### config.mk
export PLATFORM = sky130hd
export DESIGN_NAME = imu_frame_loader
export DESIGN_NICKNAME = d
export VERILOG_FILES = /design/src/rtl/imu_frame_pkg.sv /design/src/rtl/imu_frame_loader_dt_timer.sv /design/src/rtl/imu_frame_loader.sv
export SDC_FILE = /design/constraint.sdc
export NUM_CORES = 1
export LEC_CHECK = 0
export ABC_AREA = 0
export BUFFER_PORTS_ARGS = -buffer_cell sky130_fd_sc_hd__clkbuf_2
export CAP_MARGIN = 25
export CORE_MARGIN = 2
export CORE_UTILIZATION = 45
export CTS_BUF_LIST = sky130_fd_sc_hd__clkbuf_8
export CTS_CLUSTER_SIZE = 24
export DETAILED_ROUTE_END_ITERATION = 10
export GPL_ROUTABILITY_DRIVEN = 0
export PLACE_DENSITY = 0.64
export SYNTH_ARGS = -nofsm -noshare
export SYNTH_HDL_FRONTEND = slang
export SYNTH_SLANG_ARGS = --single-unit
### constraint.sdc
create_clock -name clk -period 2.5 [get_ports clk]
set_clock_uncertainty 0.15 [all_clocks]
set_input_delay 0.5 -clock clk [delete_from_list [all_inputs] [get_ports clk]]
set_output_delay 0.5 -clock clk [all_outputs]
set_load 0.03 [all_outputs]
### src/rtl/imu_frame_pkg.sv
// imu_frame_pkg: shared states, frame geometry and flag bit positions for imu_frame_loader.
package imu_frame_pkg;
   typedef enum logic [2:0] {HUNT, FLAGS, DATA, CHK, EMIT} state_t;
   localparam int FRAME_DATA_BYTES = 12;
   localparam int ROLL = 0;
   localparam int PITCH = 1;
   localparam int YAW = 2;
endpackage

### src/rtl/imu_frame_loader_dt_timer.sv
// dt_timer: free-running prescaler plus saturating tick counter, restarted by i_tick_clear.
module dt_timer #(
   parameter int PRESCALE = 64
) (
   input  logic       clk,
   input  logic       rst,
   input  logic       i_tick_clear,
   output logic [7:0] o_dt
);
   localparam int PW = PRESCALE > 1 ? $clog2(PRESCALE) : 1;
   localparam logic [PW-1:0] PMAX = PW'(PRESCALE - 1);
   logic [PW-1:0] r_pre;
   logic [7:0]    r_dt;
   logic          w_tick;
   assign w_tick = (r_pre == PMAX);
   assign o_dt = r_dt;
   always_ff @(posedge clk) begin
      if (rst) begin
         r_pre <= '0;
         r_dt  <= '0;
      end else begin
         r_pre <= w_tick ? '0 : r_pre + 1'b1;
         // a tick landing on the clear cycle belongs to the next interval
         if (i_tick_clear) r_dt <= {7'd0, w_tick};
         else if (w_tick && r_dt != 8'hFF) r_dt <= r_dt + 8'd1;
      end
   end
endmodule

### src/rtl/imu_frame_loader.sv
// imu_frame_loader: assembles framed IMU samples from a byte stream for kalman_alu.
// Define IMU_FRAME_CHKSUM_EN to require and validate the trailing checksum byte.
module imu_frame_loader
   import imu_frame_pkg::*;
#(
   parameter int          PRESCALE  = 64,
   parameter int          TIMEOUT   = 1024,
   parameter logic [7:0]  SYNC_BYTE = 8'hA5
) (
   input  logic        clk,
   input  logic        rst,
   input  logic [7:0]  i_byte_in,
   input  logic        i_byte_valid,
   output logic [47:0] o_gyro_data,
   output logic [15:0] o_roll_data,
   output logic [15:0] o_pitch_data,
   output logic [15:0] o_yaw_data,
   output logic [7:0]  o_dt_out,
   output logic        o_load_gyro,
   output logic        o_roll_en,
   output logic        o_pitch_en,
   output logic        o_yaw_en,
   output logic        o_frame_err,
   output logic        o_busy
);
   localparam int GW = TIMEOUT > 1 ? $clog2(TIMEOUT) : 1;
   localparam logic [GW-1:0] GMAX = GW'(TIMEOUT - 1);
   localparam logic [3:0] LAST = 4'(FRAME_DATA_BYTES - 1);
   state_t        r_state, w_next;
   logic [3:0]    r_idx;
   logic [GW-1:0] r_gap;
   logic [2:0]    r_flags;
   logic [7:0]    r_buf [FRAME_DATA_BYTES];
   logic [7:0]    w_dt;
   logic          w_err, w_emit;
`ifdef IMU_FRAME_CHKSUM_EN
   logic [7:0]    r_sum;
`endif
   assign w_emit = (r_state == EMIT);
   assign o_busy = (r_state != HUNT);
   dt_timer #(.PRESCALE(PRESCALE)) u_dt (
      .clk          (clk),
      .rst          (rst),
      .i_tick_clear (w_emit),
      .o_dt         (w_dt)
   );
   always_ff @(posedge clk) begin
      if (rst) r_state <= HUNT;
      else r_state <= w_next;
   end
   always_comb begin
      w_next = r_state;
      w_err = 1'b0;
      case (r_state)
         FLAGS: if (i_byte_valid) begin
            w_err = |i_byte_in[7:3];
            w_next = w_err ? HUNT : DATA;
         end
`ifdef IMU_FRAME_CHKSUM_EN
         DATA: if (i_byte_valid && r_idx == LAST) w_next = CHK;
         CHK: if (i_byte_valid) begin
            w_err = (i_byte_in != r_sum);
            w_next = w_err ? HUNT : EMIT;
         end
`else
         DATA: if (i_byte_valid && r_idx == LAST) w_next = EMIT;
`endif
         default: w_next = (i_byte_valid && i_byte_in == SYNC_BYTE) ? FLAGS : HUNT;
      endcase
      // the gap counter only runs inside a frame; EMIT is treated like HUNT
      if (r_state != HUNT && r_state != EMIT && !i_byte_valid && r_gap == GMAX) begin
         w_next = HUNT;
         w_err = 1'b1;
      end
   end
   always_ff @(posedge clk) begin
      if (rst) begin
         r_idx        <= '0;
         r_gap        <= '0;
         r_flags      <= '0;
`ifdef IMU_FRAME_CHKSUM_EN
         r_sum        <= '0;
`endif
         o_gyro_data  <= '0;
         o_roll_data  <= '0;
         o_pitch_data <= '0;
         o_yaw_data   <= '0;
         o_dt_out     <= '0;
         o_load_gyro  <= 1'b0;
         o_roll_en    <= 1'b0;
         o_pitch_en   <= 1'b0;
         o_yaw_en     <= 1'b0;
         o_frame_err  <= 1'b0;
      end else begin
         r_gap       <= (i_byte_valid || r_state == HUNT || w_emit) ? '0 : r_gap + 1'b1;
         o_frame_err <= w_err;
         o_load_gyro <= w_emit;
         o_roll_en   <= w_emit & r_flags[ROLL];
         o_pitch_en  <= w_emit & r_flags[PITCH];
         o_yaw_en    <= w_emit & r_flags[YAW];
         if (i_byte_valid && r_state == FLAGS) begin
            r_flags <= i_byte_in[2:0];
            r_idx   <= '0;
`ifdef IMU_FRAME_CHKSUM_EN
            r_sum   <= i_byte_in;
`endif
         end
         if (i_byte_valid && r_state == DATA) begin
            r_buf[r_idx] <= i_byte_in;
            r_idx        <= r_idx + 1'b1;
`ifdef IMU_FRAME_CHKSUM_EN
            r_sum        <= r_sum + i_byte_in;
`endif
         end
         if (w_emit) begin
            o_gyro_data  <= {r_buf[0], r_buf[1], r_buf[2], r_buf[3], r_buf[4], r_buf[5]};
            o_roll_data  <= {r_buf[6], r_buf[7]};
            o_pitch_data <= {r_buf[8], r_buf[9]};
            o_yaw_data   <= {r_buf[10], r_buf[11]};
            o_dt_out     <= w_dt;
         end
      end
   end
endmodule
==> impl_metrics.toml, run 1 <==
[synthesis]
synth-async-reset-ratio_pct = 0
syn-num-nets = 550
yosys.area.top_type_share_pct = 37.0
synth-edff-count = 96
avgSynthCellArea_um2 = 14.6
yosysMostFrequentCell = "dfxtp_1"
netlist_area_um2 = 7790
syn_inst = 532
yosys-top-cells-area = "edfxtp_1 (37%), dfxtp_1 (37%), a22o_1 (12%)"
ys_ff_latch = 239
ys.flop_type = "dfxtp_1"
seq_area_frac_synth_pct = 73.8
synth_warnings = 0
yosysUniqueCellTypes = 45
yosys.area.top_type = "edfxtp_1"
synth_commonest_cells = "dfxtp_1 (143), a22o_1 (105), edfxtp_1 (96), nor2_1 (30), clkbuf_1 (21)"

[timing]
finalMaxSlewViolations = 0
tightest_slew_ns = 0.572
setup_tns_ns = 0
slew-limit-headroom_pct = 61.5
max_freq_mhz = 461
final_hold_viol_count = 0
setup_viol = 0
rsz0062_at_grt = "false"
fin_crit_sh_pct = 86.7
timing.final.crit_period_ns = 2.17

[global_routing]
grt.overflow.total = 0
grt_pass1_wl_um = 25500
grt_pass1_vias = 4806
antenna_found_initial = 0
track_usage_pct = 18.1
grt_max_degree = 86

[place]
port_buffers = 120
place_hpwl_um = 10700

[critical_path]
worstPathArrival_ns = 1.52
reg2reg_from = "r_state[2]"
slowest_delay_ns = 0.42
crit_path_start_kind = "flop"
startpoint = "r_state[2]"
cp_max_fo = 6
slowest_stage = "or3_1"
critical_path_class = "flop to primary output"
cp-end-kind = "primary output"
path_cells = "or3_1 > clkbuf_2"
crit_required_ns = 1.85

[clock_network]
insertion_delay_ns = 0.52
post_cts_resized = 0
clock_path_buffers = 3
cts_made_buffers = 38
clk_transition_reported_paths_ns = 0.06
clock_tree.root_cell = "clkbuf_8"
cts_hold_buf = 0
cts_tree = "yes"
cts_sinks = 239
cts_max_level = 2
post_cts_buffers = 0

[die]
die_y_um = 136
start_util_pct = 45.5
rows = 48
io_pins = 121
die-area_um2 = 18400
die_w_um = 136
core_area_um2 = 17100

[pwr]
pwr_density_cell_nw_per_um2 = 768
cellLeakagePower_nw = 3.80
ir_worst_vdd_mv = 0.401
finalPower_mw = 7.31

[finish]
syn_to_final_growth_pct = 22.3
diodes = 0
drive_gt1_share_pct = 28.8
nets = 704

[route]
drc = 0
avgViaCountPerCell = 5.18
wl_per_cell_um = 17.8
drtPass1Iterations = 5
ant_nets = 0
num_vias = 4866
drt_iter0_markers = 275
routed_wl_um = 16700

[run]
maxCapViolations = 0

[worst_hold_path]
min_from = "i_byte_valid"
hold_path.class = "primary input to flop"

[run_status]
status = "finished, final reports clean"
-- report_power, final --
group / internal, mW / leakage [nW] / switching (mW) / total [mW]
logic: 0.0282 / 1.33 / 0.0873 / 0.116
clock network: 1.71 / 0.455 / 1.43 / 3.14
registers: 4.05 / 2.01 / 0.00351 / 4.06
total: 5.79 / 3.80 / 1.52 / 7.31
-- worst max-delay path, delay by kind of cell, from the launching register on --
kind / cells / cell delay [ns]
AND/OR/NAND/NOR: 1 / 0.42
flip-flops: 1 / 0.38
buffers and inverters: 1 / 0.20
-- cell families (layout without fill, tap and decap cells) --
group           count (synthesis)  count (layout)  share of synthesized area, %
buf+inv                        39             222                          2.01
fa+ha+maj                       7               7                          1.12
simple gates                   97              97                          6.78
flops                         239             239                          73.8
compound gates                132             132                          14.2
xor+xnor                       13              13                          1.46
mux                             5               5                         0.675
-- layout by cell type (no fill, tap or decap), drive strengths merged, types with 4 or more instances in the layout --
cell type	Yosys	final
clkbuf	21	164
dfxtp	143	143
a22o	105	105
edfxtp	96	96
inv	10	33
nor2	31	31
buf	8	23
nand2	11	11
and2	10	10
xnor2	10	10
a21oi	9	9
nand3	8	8
ha	7	7
nor3	6	6
nor4	6	6
or3	5	5
or4	4	4
-- flip-flops by register name, summed over array words and instances, names as in the netlist, 3 cells and up --
register	cells
r_state	3
r_idx	4
o_pitch_data	16
r_gap	10
o_dt_out	8
o_roll_data	16
u_dt.o_dt	8
r_flags	3
u_dt.r_pre	6
o_yaw_data	16
r_buf	96
o_gyro_data	48
-- metrics by stage --
step / hold slack (ns) / worst slack, ns / utilization (%) / cells / instance area [µm²]
CTS: 0.183 / 0.308 / 55.6 / 940 / 9520
finish: 0.207 / 0.332 / 55.6 / 940 / 9520
global route: 0.222 / 0.275 / 55.6 / 940 / 9520
floorplan: 0.268 / 0.129 / - / 532 / 7790
global placement: 0.281 / 0.398 / 51.3 / 871 / 8780
detailed placement: 0.291 / 0.389 / 51.3 / 871 / 8780
-- worst paths after layout --
path	to	slack (ns)	cells after the start
hold reg to reg	o_gyro_data[43]	0.30	1
setup / recovery	o_busy	0.33	2
setup reg to reg	r_buf[10][2]	0.52	4
hold / removal	r_idx[2]	0.21	2
-- per-layer routing --
metal  vias to the layer above  wire length [µm]  global-route usage, %
met3                        27              1180                   4.15
met1                      2353              7250                   23.9
li1                       2337                 -                      -
met5                         -                 0                      0
met4                         0               359                   7.52
met2                       149              7950                   28.8
-- cell type report --
| cell class | instances | area, µm² |
|---|---|---|
| clock inverter | 25 | 131 |
| timing repair buffer | 143 | 798 |
| sequential | 239 | 5750 |
| tap | 225 | 282 |
| fill | 1409 | 7600 |
| multi-input combinational | 254 | 1920 |
| inverter | 10 | 37.5 |
| clock buffer | 44 | 606 |
Note: power is estimated with default switching activity, not from simulation.
==> inputs of run 2 (changes only) <==
--- a/config.mk
+++ b/config.mk
@@ -9,12 +9,12 @@
 export BUFFER_PORTS_ARGS = -buffer_cell sky130_fd_sc_hd__clkbuf_2
 export CAP_MARGIN = 25
 export CORE_MARGIN = 2
-export CORE_UTILIZATION = 45
+export CORE_UTILIZATION = 36
 export CTS_BUF_LIST = sky130_fd_sc_hd__clkbuf_8
 export CTS_CLUSTER_SIZE = 24
 export DETAILED_ROUTE_END_ITERATION = 10
 export GPL_ROUTABILITY_DRIVEN = 0
-export PLACE_DENSITY = 0.64
+export PLACE_DENSITY = 0.53
 export SYNTH_ARGS = -nofsm -noshare
 export SYNTH_HDL_FRONTEND = slang
 export SYNTH_SLANG_ARGS = --single-unit
==> constraint.sdc (replaced) <==
create_clock -name clk -period 1.9 [get_ports clk]
set_clock_uncertainty 0.15 [all_clocks]
set_input_delay 0.38 -clock clk [delete_from_list [all_inputs] [get_ports clk]]
set_output_delay 0.38 -clock clk [all_outputs]
set_load 0.03 [all_outputs]
==> run 2 against run 1 <==
  * The flow now finishes with violations (setup timing)
  * Sequential power up 32%
  * Highest routed layer unchanged
  * Setup slack worse by 0.41 ns
  * Critical endpoint unchanged
  * First-iteration DRC count down 11%
  * Flip-flop and latch count unchanged
  * Non-clock buffer count up 17
  * Largest power group unchanged
  * Final cell count up 7.6%
  * Global-route usage down 2.5 points
  * Final area up 4.5%
  * Clock power up 37%
  * Hold slack worse by 0.16 ns
  * Die area up 24%
==> impl_metrics.toml, run 2 (synthesis gave the netlist of run 1 again) <==
[timing]
fin_crit_sh_pct = 104
setup_viol = 1
tightest_slew_ns = 0.339
slew-limit-headroom_pct = 77.4
setup_tns_ns = -0.0780
layout_setup_ws_ns = -0.0780
timing.final.crit_period_ns = 1.98
finalMaxSlewViolations = 0
max_freq_mhz = 506
rsz0062_at_grt = "true"
final_hold_viol_count = 0

[finish]
syn_to_final_growth_pct = 27.8
stdcell_area_um2 = 9950
ff_latch_area_um2 = 5750
final_cell_count_no_fill = 1011
top_register = "r_buf"
final_common_cell = "dfxtp_1"
reg_top3 = "r_buf x96, o_gyro_data x48"
largest_reg_flops = 96
layout_common_cells = "dfxtp_1 (140), clkbuf_2 (119), a22o_1 (105), edfxtp_1 (96), clkbuf_8 (51)"
multi_input_area_um2 = 2000
diodes = 0
fillers = 1887
nets = 723
post-route-util_pct = 47.0
drive_gt1_share_pct = 32.5

[route]
num_vias = 4909
ant_nets = 0
routed_wl_um = 17800
drt_iter0_markers = 244
drtPass1Iterations = 6
drc = 0
avgViaCountPerCell = 4.86
wl_per_cell_um = 17.6

[run_status]
violations = "setup timing"
status = "finished, violations left"

[place]
place_hpwl_um = 11700
dp.cells = 936
postPlaceCellArea_um2 = 9080
port_buffers = 120

[clock_network]
cts_sinks = 239
cts_made_buffers = 40
clock_tree.root_cell = "clkbuf_8"
insertion_delay_ns = 0.52
clk_transition_reported_paths_ns = 0.06
cts_tree = "yes"
cts_max_level = 2
clock_path_buffers = 3

[critical_path]
crit_required_ns = 1.37
cp-end-kind = "primary output"
rr_worst_depth = 5
worstPathArrival_ns = 1.45
r2r_setup_slack_ns = 0.05
critical_path_class = "flop to primary output"
rr_endpoint = "u_dt.o_dt[6]"
cp_max_fo = 2
crit_end = "o_busy"
startpoint = "r_state[2]"
reg2reg_from = "u_dt.o_dt[0]"
crit_path_start_kind = "flop"

[global_routing]
grt_pass1_vias = 4906
track_usage_pct = 15.6
antenna_found_initial = 0
grt.overflow.total = 0
grt_max_degree = 43
grt_pass1_wl_um = 27100

[die]
start_util_pct = 36.8
io_pins = 121
die_y_um = 151
die-area_um2 = 22800
core_area_um2 = 21200
die_w_um = 151
rows = 53

[pwr]
ir_worst_vdd_mv = 0.373
finalPower_mw = 9.82
cellLeakagePower_nw = 3.93
pwr_density_cell_nw_per_um2 = 986

[run]
maxCapViolations = 0

[worst_hold_path]
hold_path.class = "primary input to flop"
-- run 2: worst min-delay path by stage --
stage | cells after the start | slack, ns | to | from
after floorplan | 1 | 0.27 | u_dt.r_pre[0] | u_dt.r_pre[0]
after global placement | 1 | 0.28 | u_dt.r_pre[0] | u_dt.r_pre[0]
after detailed placement | 1 | 0.29 | r_gap[0] | r_gap[0]
after CTS | 2 | 0.01 | r_idx[2] | i_byte_valid
after global routing | 2 | 0.05 | r_idx[2] | i_byte_valid
final | 2 | 0.05 | r_idx[2] | i_byte_valid
-- run 2: through the flow --
step	hold slack, ns	setup WS [ns]
global route	0.0545	-0.134
floorplan	0.268	-0.141
CTS	0.0103	-0.127
global placement	0.279	-0.141
detailed placement	0.288	-0.131
finish	0.0455	-0.0780
-- run 2: area by class of cell --
class | count | area share, %
clock buffers | 51 | 7.05
clock inverters | 22 | 0.880
well taps | 275 | 3.46
multi-input cells | 254 | 20.1
repair buffers | 160 | 10.3
flip-flops and latches | 239 | 57.8
inverters | 10 | 0.377
-- run 2: critical path: stages, from the launching register on --
cell     delay (ns)
dfxtp_2        0.33
buf_6          0.11
or3_4          0.35
buf_8          0.15
-- run 2: metal layers --
layer | wire length [µm] | up-vias | part of all wire, % | global-route usage [%]
li1 | - | 2373 | - | -
met1 | 7940 | 2366 | 45 | 20.1
met2 | 8420 | 142 | 47 | 25.5
met3 | 1130 | 28 | 6.3 | 4.34
met4 | 281 | 0 | 1.6 | 4.81
met5 | 0 | - | 0 | 0
-- run 2: repair_timing --
action / 4_1_cts / 5_1_grt
pin swaps: 1 / 6
endpoints found under the setup margin: 1 / 42
hold buffers: 0 / 0
resized for setup: 4 / 12
setup buffers: 2 / 0
-- run 2: power by group --
group | leakage [nW] | total (mW) | switching, mW | internal, mW
clock | 0.479 | 4.30 | 1.90 | 2.40
combinational | 1.44 | 0.177 | 0.127 | 0.0505
sequential | 2.02 | 5.34 | 0.00429 | 5.34
total | 3.93 | 9.82 | 2.03 | 7.79
